### config.mk
export PLATFORM = sky130hd
export DESIGN_NAME = imem_fetch_ctrl
export DESIGN_NICKNAME = d
export VERILOG_FILES = /design/src/rtl/riscv_core_pkg.sv /design/src/rtl/imem_fetch_ctrl.sv
export SDC_FILE = /design/constraint.sdc
export NUM_CORES = 1
export LEC_CHECK = 0
export CAP_MARGIN = 5
export CORE_MARGIN = 2
export CORE_UTILIZATION = 55
export CTS_CLUSTER_DIAMETER = 60
export CTS_CLUSTER_SIZE = 16
export DETAILED_ROUTE_END_ITERATION = 8
export DONT_BUFFER_PORTS = 1
export GPL_ROUTABILITY_DRIVEN = 0
export GPL_TIMING_DRIVEN = 0
export PLACE_DENSITY = 0.7
export SETUP_SLACK_MARGIN = 0.15
export SKIP_LAST_GASP = 1
export SYNTH_ARGS = -nofsm -noshare
export SYNTH_HDL_FRONTEND = slang
export SYNTH_SLANG_ARGS = --single-unit
### constraint.sdc
create_clock -name clk -period 10.5 [get_ports clk]
set_clock_uncertainty 0.2 [all_clocks]
set_input_delay 1.575 -clock clk [delete_from_list [all_inputs] [get_ports clk]]
set_output_delay 1.575 -clock clk [all_outputs]
set_load 0.02 [all_outputs]
### src/rtl/riscv_core_pkg.sv
// Shared definitions for the multicycle RISC-V core: fetch FSM encoding,
// widths and the NOP instruction used as the reset value of the IR.
package riscv_core_pkg;

   localparam int XLEN_DEF = 32;
   localparam int INSTR_W  = 32;
   localparam logic [INSTR_W-1:0] NOP_INSTR = 32'h00000013;

   typedef enum logic [2:0] {
      F_IDLE  = 3'd0,
      F_ISSUE = 3'd1,
      F_WAIT  = 3'd2,
      F_DONE  = 3'd3,
      F_FAULT = 3'd4
   } fetch_state_e;

endpackage

### src/rtl/imem_fetch_ctrl.sv
// Instruction fetch sequencer: owns PC and IR, drives the synchronous IMEM.
// Optional macro IMEM_MISALIGN_CHECK_EN routes misaligned fetch addresses to FAULT.
module imem_fetch_ctrl
   import riscv_core_pkg::*;
#(
   parameter int                XLEN       = XLEN_DEF,
   parameter int                IMEM_DEPTH = 32,
   parameter logic [XLEN-1:0]   RESET_PC   = {XLEN{1'b0}},
   parameter int                MEM_LAT    = 1
) (
   input  logic               clk,
   input  logic               reset,
   input  logic               fetch_req,
   input  logic               stall,
   input  logic               pc_load,
   input  logic [XLEN-1:0]    pc_next,
   output logic               mem_sel,
   output logic [XLEN-1:0]    mem_addr,
   input  logic [INSTR_W-1:0] mem_instr,
   output logic [INSTR_W-1:0] ir,
   output logic [XLEN-1:0]    pc,
   output logic [XLEN-1:0]    pc_of_ir,
   output logic               instr_valid,
   output logic               busy,
   output logic               fetch_fault
);

   localparam int CNT_W = $clog2(MEM_LAT + 1);
   localparam logic [CNT_W-1:0] LAT_LOAD = CNT_W'(MEM_LAT);
   localparam logic [CNT_W-1:0] LAT_LAST = CNT_W'(1'b1);
   localparam logic [XLEN-1:0]  WORD_BYTES = XLEN'(3'd4);
   localparam logic [XLEN-3:0]  DEPTH_W = (XLEN-2)'(IMEM_DEPTH);

   fetch_state_e         state_r, state_s;
   logic [XLEN-1:0]      fetch_addr_r, fetch_addr_s;
   logic                 pend_valid_r, pend_valid_s;
   logic [XLEN-1:0]      pend_addr_r, pend_addr_s;
   logic [CNT_W-1:0]     lat_cnt_r, lat_cnt_s;
   logic                 mem_sel_s, instr_valid_s, busy_s, fetch_fault_s;
   logic [XLEN-1:0]      mem_addr_s, pc_s, pc_of_ir_s;
   logic [INSTR_W-1:0]   ir_s;
   logic [XLEN-1:0]      ea_s;
   logic                 ea_bad_s;
   logic [XLEN-1:0]      redir_tgt_s;
   logic                 redir_s;

   assign ea_s = pc_load ? pc_next : pc;
`ifdef IMEM_MISALIGN_CHECK_EN
   assign ea_bad_s = (ea_s[XLEN-1:2] >= DEPTH_W) || (ea_s[1:0] != 2'b00);
`else
   assign ea_bad_s = (ea_s[XLEN-1:2] >= DEPTH_W);
`endif
   // A redirect arriving on the capture edge itself wins over an older pending one
   assign redir_s     = pc_load | pend_valid_r;
   assign redir_tgt_s = pc_load ? pc_next : pend_addr_r;

   // Next-state and next-output logic
   always_comb begin
      state_s       = state_r;
      fetch_addr_s  = fetch_addr_r;
      pend_valid_s  = pend_valid_r;
      pend_addr_s   = pend_addr_r;
      lat_cnt_s     = lat_cnt_r;
      mem_sel_s     = 1'b1;
      mem_addr_s    = mem_addr;
      ir_s          = ir;
      pc_s          = pc;
      pc_of_ir_s    = pc_of_ir;
      instr_valid_s = 1'b0;
      busy_s        = 1'b0;
      fetch_fault_s = fetch_fault;
      case (state_r)
         F_IDLE: begin
            if (pc_load) begin
               pc_s = pc_next;
            end else begin
               pc_s = pc;
            end
            if (fetch_req && !stall) begin
               if (ea_bad_s) begin
                  state_s       = F_FAULT;
                  fetch_fault_s = 1'b1;
               end else begin
                  state_s      = F_ISSUE;
                  fetch_addr_s = ea_s;
                  mem_sel_s    = 1'b0;
                  mem_addr_s   = {ea_s[XLEN-1:2], 2'b00};
                  busy_s       = 1'b1;
               end
            end else begin
               state_s = F_IDLE;
            end
         end
         F_ISSUE: begin
            busy_s    = 1'b1;
            lat_cnt_s = LAT_LOAD;
            state_s   = F_WAIT;
            if (pc_load) begin
               pend_valid_s = 1'b1;
               pend_addr_s  = pc_next;
            end else begin
               pend_valid_s = pend_valid_r;
            end
         end
         F_WAIT: begin
            if (lat_cnt_r == LAT_LAST) begin
               ir_s          = mem_instr;
               pc_of_ir_s    = fetch_addr_r;
               pc_s          = redir_s ? redir_tgt_s : (fetch_addr_r + WORD_BYTES);
               pend_valid_s  = 1'b0;
               instr_valid_s = 1'b1;
               state_s       = F_DONE;
            end else begin
               busy_s    = 1'b1;
               lat_cnt_s = lat_cnt_r - LAT_LAST;
               if (pc_load) begin
                  pend_valid_s = 1'b1;
                  pend_addr_s  = pc_next;
               end else begin
                  pend_valid_s = pend_valid_r;
               end
            end
         end
         F_DONE: begin
            if (pc_load) begin
               pc_s = pc_next;
            end else begin
               pc_s = pc;
            end
            state_s = F_IDLE;
         end
         F_FAULT: begin
            if (pc_load) begin
               pc_s          = pc_next;
               fetch_fault_s = 1'b0;
               state_s       = F_IDLE;
            end else begin
               state_s = F_FAULT;
            end
         end
         default: begin
            state_s = F_IDLE;
         end
      endcase
   end

   // State and registered outputs
   always_ff @(posedge clk or posedge reset) begin
      if (reset) begin
         state_r      <= F_IDLE;
         fetch_addr_r <= RESET_PC;
         pend_valid_r <= 1'b0;
         pend_addr_r  <= {XLEN{1'b0}};
         lat_cnt_r    <= {CNT_W{1'b0}};
         mem_sel      <= 1'b1;
         mem_addr     <= {XLEN{1'b0}};
         ir           <= NOP_INSTR;
         pc           <= RESET_PC;
         pc_of_ir     <= RESET_PC;
         instr_valid  <= 1'b0;
         busy         <= 1'b0;
         fetch_fault  <= 1'b0;
      end else begin
         state_r      <= state_s;
         fetch_addr_r <= fetch_addr_s;
         pend_valid_r <= pend_valid_s;
         pend_addr_r  <= pend_addr_s;
         lat_cnt_r    <= lat_cnt_s;
         mem_sel      <= mem_sel_s;
         mem_addr     <= mem_addr_s;
         ir           <= ir_s;
         pc           <= pc_s;
         pc_of_ir     <= pc_of_ir_s;
         instr_valid  <= instr_valid_s;
         busy         <= busy_s;
         fetch_fault  <= fetch_fault_s;
      end
   end

endmodule

# --- Yosys cells after proc, flatten, opt, wreduce, memory -nomap -nowiden ---
# Index checks and enable logic that the tools add are counted.
classes:
  n_addsub: 2
  multipliers: 0
  div_mod_pow: 0
  order_cmp: 1
  n_eq_ne: 9
  shift: 0
  muxes: 30
  bitwise: 2
  reduce_logical: 12
ops:
  columns: ["cell", "n"]
  rows:
  - ["$mux W32", 5]
  - ["$pmux W32 S2", 2]
  - ["$add A32 B3 Y32 const B", 1]
  - ["$ge A30 B6 Y1 const B", 1]
  - ["$mux W1", 14]
  - ["$mux W3", 4]
  - ["$pmux W3 S4", 1]
  - ["$ne A2 B2 Y1 const B", 5]
  - ["$eq A3 B2 Y1 const B", 2]
  - ["$pmux W1 S2", 3]
  - ["$reduce_and A2 Y1", 3]
  - ["$reduce_bool A2 Y1", 3]
  - ["$reduce_and A4 Y1", 1]
  - ["$eq A3 B1 Y1 const B", 1]
  - ["$eq A3 B3 Y1 const B", 1]
  - ["$logic_not A3 Y1", 1]
  - ["$pmux W1 S3", 1]
  - ["$reduce_and A3 Y1", 1]
  - ["$reduce_or A3 Y1", 1]
  - ["$logic_and A1 B1 Y1", 1]
  - ["$logic_not A1 Y1", 1]
  - ["$not A1 Y1", 1]
  - ["$or A1 B1 Y1", 1]
  - ["$sub A1 B1 Y1 const B", 1]
word_totals:
  register_bits: 199
  latch_bits: 0
  ramBits: 0
  romBits: 0
  input_bits: 69
  out_inout_bits: 132
  wordCells: 69
  n_memories: 0

# --- Logic depth before layout (Yosys ltp) ---
# Gate-level depths: netlist (run 1).
logic_depth:
  depth_word: 5
  depth_mapped: 8
  mapped_depth_nobuf: 6

# --- Least setup slack after synthesis (run 1) ---
# OpenSTA, ideal clock, no wires.
synth_path:
  path_type: "input to register"
  start: "input pc_load"
  end: "register fetch_addr_r[0]"
  t_arrival_ns: 3.139
  required_time_ns: 10.173
  path_slack_ns: 7.034
  path_stages: 8
  path_buffers: 3
  path_cell_list: "buf_6 > or4_1 > o22ai_1 > and2_1 > and4_1 > buf_4 > buf_6 > mux2_1"
synth_between:
  elab_chain_cells: 4
synth_lines:
  columns: ["element", "line_no", "text"]
  rows:
  - ["start, declared", "imem_fetch_ctrl.sv:15", "input logic pc_load,"]
  - ["$mux W32 (*)", null, null]
  - ["$ge A30 B6 Y1", "imem_fetch_ctrl.sv:51", "assign ea_bad_s = (ea_s[XLEN-1:2] >= DEPTH_W);"]
  - ["$not A1 Y1 (no line)", null, null]
  - ["$reduce_and A3 Y1 (no line)", null, null]
  - ["end signal, assigned", "imem_fetch_ctrl.sv:165", "fetch_addr_r <= fetch_addr_s;"]
  - ["end, declared", "imem_fetch_ctrl.sv:35", "logic [XLEN-1:0] fetch_addr_r, fetch_addr_s;"]
# Every way passes the cells marked *; elsewhere a longest branch is shown, timed or not.
# A chain may end at the register's enable or synchronous reset.

# --- Worst setup path after layout (run 1) ---
layout_path:
  start: "input pc_load"
  end: "register pc[27]"
layout_between:
  elab_chain_cells: 4
  word_cells_on_any_way: 6
  classes_between: "mux (5); bitwise (1)"
layout_lines:
  columns: ["element", "line_no", "text"]
  rows:
  - ["$mux W32 or $or A1 B1 Y1 (tied branches)", null, null]
  - ["$mux W32", "imem_fetch_ctrl.sv:109", "pc_s = redir_s ? redir_tgt_s : (fetch_addr_r + WORD_BYTES);"]
  - ["$mux W32", "imem_fetch_ctrl.sv:106", "if (lat_cnt_r == LAT_LAST) begin"]
  - ["$pmux W32 S2 (*)", "imem_fetch_ctrl.sv:72", "case (state_r)"]
  - ["end signal, assigned", "imem_fetch_ctrl.sv:172", "pc <= pc_s;"]
  - ["end, declared", "imem_fetch_ctrl.sv:21", "output logic [XLEN-1:0] pc,"]
# Every way passes the cells marked *; elsewhere a longest branch is shown, timed or not. The select of a mux whose other input is x is not followed.

==> metrics.txt, run 1 <==
# IOs 201; setup total negative slack 0 ns; Synth top area share 53.83%; CP endpoint kind flip-flop; Crit Path Class input port to flip-flop; EDFF count, synth 0; Critical Path RT 10.64 ns; first-pass GRT wire length 31.17 mm; detailed placer's ending HPWL 14.65 mm; Area contributors post-synth dfrtp_1 (54%), nand2_1 (10%), mux2_2 (5.7%); Synth Warn # 0; Final WS setup 6.999 ns; r2r endpoint pc[27]; cts repair resizes 0; PD cells 284.2 mW/mm^2; GRT Total Usage 27.72%; CP max FO 10; RSZ-0062 raised after global routing no; post-route cell area 0.008562 mm^2; worst stage delay on the critical path 0.61 ns; r2r setup slk 7.63 ns; vias in the first global route 5829; FP Rows 43; Slew headroom 38.63%; Worst-path clk slew 0.06 ns; Period minus WS final 3.501 ns; Post-route DRC 0; fmax 0.2856 GHz; Total Wirelength 20.28 mm; area post-placement 0.007934 mm^2; register bit total from synthesis 169; outcome complete, no violations; Worst-Margin Slew 0.9135 ns; Avg Inst Size Synth 10.05 um^2; final worst-path cycle share 33.34%; number of nets in the layout 854; vias per cell 5.969; Die X 122.1 um; Final setup viols 0; layout cells sized above 1 15.68%; asr flop ratio synth 100.0%; pre-CTS setup slack 6.594 ns; Fin. Hold Viols 0; CTS Hold Buffers Added 0; CP Launch Type input port; Setup Fix Bufs, Post-CTS 0; Mapped Area 0.007670 mm^2; drt first pass iters 7; Avg WL per Cell 20.75 um; post-route ant nets 0; CTS tree done; vias 5832; Clock Sinks 169; Root Buffer clkbuf_16; top-count cell post-synth nand2_1; Distinct cells, synth 53; H-tree depth 4; crit path max-delay cell type nor2_1; Initial Util 55.69%; worst path cell trace buf_6 > buf_2 > o21a_1 > nor2_1 > clkbuf_1 > a222oi_1 > o21ai_0; Max Root-Sink Buffers 2; n_diodes 0; Core ar. 0.01377 mm^2; WP data arrival 3.65 ns; I/O Buffers 0; sequential share of the synthesized area 55.20%; Congestion Overflow GR 0; minimum hold slack 0.3016 ns; Worst setup startpoint pc_load; class of the worst hold path flip-flop to flip-flop; r2r startpoint state_r[2]; Area Overhead vs Synth 11.63%; total chip power 2433 uW; Post-synth top cells nand2_1 (206), dfrtp_1 (165), mux2_2 (39); max_cap viols 0; maximum vdd drop 0.1342 mV; clk_lat worst skew 0.43 ns; Leakage 0.004072 uW; Final Max Tran Viols 0; Synth Instances 763; capture point of the worst path pc[27]; die span in y 122.1 um; cts bufs inserted 17; die area 0.01491 mm^2; initial antenna violation count 0; worst r2r path cells 7; initial DRC count 526; ys flop type dfrtp_1; pin count of the biggest net entering global routing 115; Synth area leader dfrtp_1
## report_power, final
group / internal [uW] / switching, uW / leakage, uW / total [uW]
Sequential: 862 / 330 / 0.00213 / 1190
Clock: 411 / 246 / 0.000309 / 657
Combinational: 229 / 355 / 0.00163 / 584
Total: 1500 / 930 / 0.00407 / 2430
## cell families (layout without fill, tap and decap cells)
logic type                 Yosys count  count (layout)  synth area share, %
xor gates and xnor gates            22              22                2.512
AOI/OAI and AO/OA                  101             101                9.087
DFF                                169             169                55.20
other                                1               2              0.04889
adders and majority gates            1               1               0.1631
muxes                               51              51                7.374
buffers and inverters               82             115                5.971
and+or+nand+nor                    336             336                19.64
## metal layers
layer	global-route usage [%]	vias up	wire, um
met5	0	-	0
met4	11.78	0	547
li1	-	2628	-
met2	43.58	278	9528
met3	8.240	46	1850
met1	35.92	2880	8349
## how the worst min path moves through the flow
stage                               start               to  slack, ns  cells past startpoint
after CTS                 pend_addr_r[23]  pend_addr_r[23]       0.30                      1
after floorplan           fetch_addr_r[0]      pc_of_ir[0]       0.25                      2
after detailed placement  pend_addr_r[23]  pend_addr_r[23]       0.29                      1
after global routing       pend_addr_r[6]   pend_addr_r[6]       0.32                      1
after global placement    pend_addr_r[15]  pend_addr_r[15]       0.28                      1
final                     pend_addr_r[15]  pend_addr_r[15]       0.30                      1
## critical path: cells and delay by family
kind,cells,cell delay [ns]
buf+inv,3,0.94
simple gates,1,0.61
compound gates,3,0.51
## per-stage QoR
step / instances / util [%]
after global routing: 977 / 62.16
after floorplan: 764 / -
after detailed placement: 945 / 57.60
after CTS: 977 / 62.16
after global placement: 944 / 57.35
final: 977 / 62.16
## cells in the final DEF (no fill, tap or decap), drive strengths merged, types with 3 or more instances in the layout
| cell type | Yosys | routed |
|---|---|---|
| a21oi | 16 | 16 |
| a221o | 6 | 6 |
| a222oi | 13 | 13 |
| a22oi | 9 | 9 |
| a311oi | 3 | 3 |
| and3 | 5 | 5 |
| buf | 48 | 49 |
| bufinv | 0 | 3 |
| clkbuf | 26 | 51 |
| clkinv | 0 | 3 |
| dfrtp | 165 | 165 |
| dfstp | 4 | 4 |
| inv | 8 | 8 |
| mux2 | 44 | 44 |
| mux2i | 7 | 7 |
| nand2 | 206 | 206 |
| nand3 | 19 | 19 |
| nand4 | 11 | 11 |
| nor2 | 32 | 32 |
| nor2b | 23 | 23 |
| nor3 | 12 | 12 |
| nor4 | 6 | 6 |
| o21a | 3 | 3 |
| o21ai | 32 | 32 |
| o221ai | 6 | 6 |
| o22ai | 3 | 3 |
| or3 | 4 | 4 |
| or4 | 4 | 4 |
| xnor2 | 6 | 6 |
| xor2 | 16 | 16 |
## area by class of cell
type                            instances  area, um^2
Timing Repair Buffer                    1       27.53
Clock inverter                          7       112.6
Sequential cell                       169        4234
Clock buffer                           25       515.5
Tap cell                              180       225.2
Inverter                                8       37.54
Multi-Input combinational cell        513        2982
Fill cell                            1122        5211
Buffer                                 74       427.9
## registers in the layout (all words and copies together), names as in the netlist
register / cells
pc: 32
state_r: 3
mem_sel: 1
lat_cnt_r: 1
busy: 1
pend_addr_r: 32
ir: 32
fetch_addr_r: 32
pc_of_ir: 32
instr_valid: 1
pend_valid_r: 1
fetch_fault: 1
No activity file was read; power rests on OpenSTA's default activity.
==> run 2: changes to the inputs <==
==> constraint.sdc (replaced) <==
create_clock -name clk -period 3.3 [get_ports clk]
set_clock_uncertainty 0.2 [all_clocks]
set_input_delay 0.495 -clock clk [delete_from_list [all_inputs] [get_ports clk]]
set_output_delay 0.495 -clock clk [all_outputs]
set_load 0.02 [all_outputs]
==> run 2 against run 1 <==
Net effect:
- worst setup slack worse by 6.6 ns
- power grew to 3.2 times the previous value
- largest power group unchanged
- combinational power grew to 3.3 times the previous value
- hold slack worse by 0.29 ns
- critical path depth is 1 lower
- sequential share of layout area is 2.2 points lower
- final area is 4.7% higher
==> metrics.txt, run 2 (synthesis results as in run 1) <==
outcome complete, no violations (unchanged); worst stage delay on the critical path 0.85 ns (was 0.61 ns); Clock Sinks 169 (unchanged); Final setup viols 0 (unchanged); Hold Path Origin pc_next[18] (was pend_addr_r[15]); Area Overhead vs Synth 16.88% (was 11.63%); final worst-path cycle share 89.06%; number of nets in the layout 893 (was 854); Non-Filler Instances 1016 (was 977); cts bufs inserted 17 (unchanged); CP Launch Type flip-flop (was input port); first-pass GRT wire length 32.89 mm (was 31.17 mm); Crit Path Class flip-flop to flip-flop (was input port to flip-flop); worst path cell trace ha_1 > nand3_1 > nor3_1 > a31oi_1 > nor3b_1 > o221ai_1 (was buf_6 > buf_2 > o21a_1 > nor2_1 > clkbuf_1 > a222oi_1 > o21ai_0); Congestion Overflow GR 0 (unchanged); CP endpoint kind flip-flop (unchanged); CTS tree done (unchanged); maximum vdd drop 0.5021 mV (was 0.1342 mV); Slew headroom 35.66% (was 38.63%); GRT Total Usage 29.07% (was 27.72%); detailed placer's ending HPWL 15.06 mm (was 14.65 mm); vias 6086 (was 5832); RSZ-0062 raised after global routing no (unchanged); Sequential Power Share 48.9% (was 49.0%); class of the worst hold path input port to flip-flop (was flip-flop to flip-flop); crit-path leading delay family simple AND/OR/NAND/NOR gates (was buffers and inverters); die area 0.01491 mm^2 (unchanged); Inst Count DP 948 (was 945); post-route ant nets 0 (unchanged); H-tree depth 4 (unchanged); Total Wirelength 21.06 mm (was 20.28 mm); FP Rows 43 (unchanged); Die X 122.1 um (unchanged); Switch Pwr 2992 uW (was 930.3 uW); Buf/Inv on CP 0 (was 3); Root Buffer clkbuf_16 (unchanged); max_cap viols 0 (unchanged); Initial Util 55.69% (unchanged); Pint 4782 uW (was 1503 uW); PD cells 867.1 mW/mm^2 (was 284.2 mW/mm^2); fmax 0.3403 GHz; Setup Fix Bufs, Post-CTS 0 (unchanged); Worst-path clk slew 0.06 ns (about the same); vias per cell 5.990 (was 5.969); most frequent cells in the layout nand2_1 (206), dfrtp_1 (165), mux2_2 (39) (unchanged); Post-route DRC 0 (unchanged); vias in the first global route 6303 (was 5829); Core ar. 0.01377 mm^2 (unchanged); Critical Path RT 3.37 ns (was 10.64 ns); Max Root-Sink Buffers 2 (unchanged); final core utilization 65.09% (was 62.16%); Leakage 0.004240 uW (was 0.004072 uW); Worst setup startpoint fetch_addr_r[2] (was pc_load); WP data arrival 3.01 ns (was 3.65 ns); clk_lat worst skew 0.42 ns (was 0.43 ns); drt first pass iters 5 (was 7); r2r startpoint fetch_addr_r[2] (was state_r[2]); initial DRC count 526 (unchanged); Avg WL per Cell 20.73 um (was 20.75 um); initial antenna violation count 0 (unchanged); post-route cell area 0.008965 mm^2 (was 0.008562 mm^2); r2r setup slk 0.36 ns (was 7.63 ns); Switching Share 38.49% (was 38.24%); Fin. Hold Viols 0 (unchanged); area post-placement 0.007983 mm^2 (was 0.007934 mm^2); die span in y 122.1 um (unchanged); Clock Power Share 26.5% (was 27.0%); layout cells sized above 1 15.43% (was 15.68%); n_diodes 0 (unchanged); Worst-Margin Slew 0.9577 ns (was 0.9135 ns); I/O Buffers 0 (unchanged); Final Max Tran Viols 0 (unchanged); minimum hold slack 0.01203 ns (was 0.3016 ns); Comb pwr share 24.6% (was 24.0%); crit path max-delay cell type nor3_1 (was nor2_1); setup total negative slack 0 ns (unchanged); most common cell after layout, fill and taps aside nand2_1 (unchanged); CP max FO 8 (was 10); # IOs 201 (unchanged); pin count of the biggest net entering global routing 45 (was 115); Period minus WS final 2.939 ns
-- run 2: changes by cell type in the layout (fill, tap and decap cells not counted), sizes merged --
cell / change
dlygate4sd3: +36
buf: +3
bufinv: -1
clkbuf: +1
clkinvlp: +1
inv: -1
-- run 2: area by class of cell --
type                       count  area (um^2)
fill                        1077         4808
sequential                   169         4234
multi-input combinational    513         2982
clock buffer                  26        539.3
timing repair buffer          40        440.4
buffer                        74        427.9
tap                          180        225.2
clock inverter                 6        82.58
inverter                       8        33.78
-- run 2: power groups by stage --
stage               combinational (uW)  clock [uW]  sequential, uW
floorplan                         1400           0            3640
global placement                  1760           0            3790
detailed placement                1870           0            3820
CTS                               1910        2070            3790
global route                      2140        2170            3870
finish                            1910        2060            3800
-- run 2: what timing repair did --
| action | CTS | global route |
|---|---|---|
| gates resized for setup | 0 | 0 |
| hold endpoints to repair | 54 | 0 |
| hold buffers | 36 | 0 |
-- run 2: worst paths after layout --
check	cells past startpoint	end
max in group asynchronous	4	ir[0]
setup reg to reg	6	pc[24]
min in group asynchronous	2	pc_of_ir[0]
hold reg to reg	1	pend_addr_r[13]
setup / recovery	6	pc[24]
hold / removal	2	pc[18]
-- run 2: worst register-to-register path, stage by stage, from the launching register on --
cell	delay, ns
dfrtp_1	0.49
ha_1	0.26
nand3_1	0.24
nor3_1	0.85
a31oi_1	0.20
nor3b_1	0.38
o221ai_1	0.17
-- run 2: metal layers --
metal  vias up  track usage [%]  share of wire (%)
met4         0            13.51                3.1
met3        50            8.801                9.7
met2       327            45.11                 47
met5         -                0                  0
met1      2992            37.55                 40
li1       2717                -                  -
-- run 2: stage by stage --
stage | power, uW | setup slack, ns
final | 7774 | 0.3612
after detailed placement | 5689 | 0.4760
after floorplan | 5038 | 0.4535
after global placement | 5550 | -0.2592
after CTS | 7766 | 0.4561
after global routing | 8181 | 0.1931
==> run 3: changes to the inputs <==
--- a/config.mk
+++ b/config.mk
@@ -6,6 +6,7 @@
 export NUM_CORES = 1
 export LEC_CHECK = 0
 export CAP_MARGIN = 5
+export CORE_ASPECT_RATIO = 1.4
 export CORE_MARGIN = 2
 export CORE_UTILIZATION = 55
 export CTS_CLUSTER_DIAMETER = 60
==> run 3 against run 2 <==
Net effect:
- core utilization fell by 0.17 points
- global-route usage fell by 0.51 points
- non-clock buffer count fell by 1
- flip-flop and latch count did not move
- sequential power barely moved
- sequential share of layout area rose by 0.086 points
- count of clock-buffer cells in the layout fell by 7
- combinational power barely moved
- die area barely moved
- cell count rose by 0.39%
- first-iteration DRC count fell by 6.3%
- clock power barely moved
- critical path type unchanged
- critical endpoint is now pc[5]
- largest cell class unchanged
- highest routed layer unchanged
==> metrics.txt, run 3 (synthesis results as in run 1) <==
die area 0.01492 mm^2 (was 0.01491 mm^2); CP Launch Type flip-flop (unchanged); Comb pwr share 24.7% (was 24.6%); H-tree depth 4 (unchanged); drt first pass iters 5 (unchanged); FP Rows 51 (was 43); Avg WL per Cell 20.63 um (was 20.73 um); first-pass GRT wire length 32.78 mm (was 32.89 mm); total chip power 7791 uW (was 7774 uW); setup total negative slack 0 ns (unchanged); r2r startpoint state_r[2] (was fetch_addr_r[2]); pre-CTS setup slack 0.5347 ns (was 0.4760 ns); fmax 0.3502 GHz (was 0.3403 GHz); Sequential Power Share 48.9% (about the same); Period minus WS final 2.855 ns (was 2.939 ns); Worst setup startpoint state_r[2] (was fetch_addr_r[2]); Initial Util 55.65% (was 55.69%); number of nets in the layout 892 (was 893); Final setup viols 0 (unchanged); final worst-path cycle share 86.52% (was 89.06%); Core ar. 0.01378 mm^2 (was 0.01377 mm^2); vias per cell 5.889 (was 5.990); final core utilization 64.92% (was 65.09%); vias in the first global route 6038 (was 6303); clk_lat worst skew 0.42 ns (about the same); Slew headroom 40.59% (was 35.66%); Root Buffer clkbuf_16 (unchanged); Fin. Hold Viols 0 (unchanged); Worst-Margin Slew 0.8843 ns (was 0.9577 ns); cts repair resizes 0 (unchanged); vias 6007 (was 6086); die span in y 143.7 um (was 122.1 um); n_diodes 0 (unchanged); worst r2r path cells 7 (was 6); I/O Buffers 0 (unchanged); cts bufs inserted 17 (unchanged); WP data arrival 2.99 ns (was 3.01 ns); Die X 103.8 um (was 122.1 um); PD cells 870.6 mW/mm^2 (was 867.1 mW/mm^2); detailed placer's ending HPWL 15.04 mm (was 15.06 mm); maximum vdd drop 0.4669 mV (was 0.5021 mV); Switching Share 39.34% (was 38.49%); RSZ-0062 raised after global routing no (unchanged); most frequent cells in the layout nand2_1 (206), dfrtp_1 (165), mux2_2 (39) (unchanged); Worst-path clk slew 0.07 ns (was 0.06 ns); r2r endpoint pc[5] (was pc[24]); Pint 4726 uW (was 4782 uW); initial DRC count 493 (was 526); Congestion Overflow GR 0 (unchanged); CP max FO 10 (was 8); GRT Total Usage 28.55% (was 29.07%); Total Wirelength 21.04 mm (was 21.06 mm); CTS Hold Buffers Added 35 (was 36); Clock Power Share 26.4% (was 26.5%); class of the worst hold path input port to flip-flop (unchanged); max_cap viols 0 (unchanged); CP endpoint kind flip-flop (unchanged); initial antenna violation count 0 (unchanged); CTS tree done (unchanged); Final Max Tran Viols 0 (unchanged); Crit Path Class flip-flop to flip-flop (unchanged); Clock Sinks 169 (unchanged); layout cells sized above 1 15.45% (was 15.43%); Setup Fix Bufs, Post-CTS 0 (unchanged); Critical Path RT 3.43 ns (was 3.37 ns); Area Overhead vs Synth 16.67% (was 16.88%); Post-route DRC 0 (unchanged); Switch Pwr 3065 uW (was 2992 uW); most common cell after layout, fill and taps aside nand2_1 (unchanged); r2r setup slk 0.44 ns (was 0.36 ns); # IOs 201 (unchanged); post-route ant nets 0 (unchanged); Final WS setup 0.4447 ns (was 0.3612 ns); outcome complete, no violations (unchanged); pin count of the biggest net entering global routing 39 (was 45); Hold Path Origin pc_next[17] (was pc_next[18]); Leakage 0.004218 uW (was 0.004240 uW); Max Root-Sink Buffers 2 (unchanged); capture point of the worst path pc[5] (was pc[24])
## run 3: cell count changes in the layout (fill, tap and decap cells not counted)
| cell | delta |
|---|---|
| bufinv_16 | +1 |
| clkbuf_8 | -7 |
| clkinv_2 | -1 |
| clkinv_4 | +1 |
| clkinvlp_4 | +2 |
| dlygate4sd3_1 | -1 |
| inv_6 | +4 |
## run 3: critical path: stages (launching register included)
cell and delay [ns]:
dfrtp_1 0.46, nand4bb_1 0.16, clkbuf_1 0.36, inv_2 0.16
nor2_1 0.59, clkbuf_1 0.55, a22oi_1 0.14, o21ai_0 0.13
## run 3: worst min path at each step
stage | depth (start not counted) | slack, ns | to
floorplan | 2 | 0.25 | pc_of_ir[0]
global placement | 1 | 0.28 | pend_addr_r[15]
detailed placement | 1 | 0.29 | pend_addr_r[23]
CTS | 2 | 0.006 | pc[17]
global route | 1 | 0.005 | pend_addr_r[29]
finish | 2 | 0.02 | pc[17]
## run 3: stage by stage
step	cells	instance area (um^2)	hold WS [ns]
2_1_floorplan	764	7677	0.2529
3_3_place_gp	949	7909	0.2799
3_5_place_dp	953	7989	0.2865
4_1_cts	1020	8949	0.005813
5_1_grt	1020	8949	0.005272
6_report	1020	8949	0.01619
## run 3: final cells by class
type,instances,area (um^2)
Clock buffer,19,442.9
Buffer,74,427.9
Fill cell,1096,4835
Tap cell,185,231.5
Inverter,8,33.78
Multi-Input combinational cell,513,2982
Timing Repair Buffer,39,430.4
Clock inverter,13,166.4
Sequential cell,169,4234
## run 3: layer usage
metal	share of wire (%)	up-vias	track usage (%)	wire length [um]
li1	-	2707	-	-
met1	37	2953	32.93	7752
met2	50	287	48.23	10580
met3	8.3	60	8.073	1742
met4	4.6	0	15.86	969
met5	0	-	0	0
## run 3: power by group through the flow
stage	Sequential (uW)	Clock [uW]	Combinational [uW]
after floorplan	3640	0	1400
after global placement	3800	0	1770
after detailed placement	3810	0	1880
after CTS	3800	2070	1920
after global routing	3870	2160	2130
final	3810	2060	1930
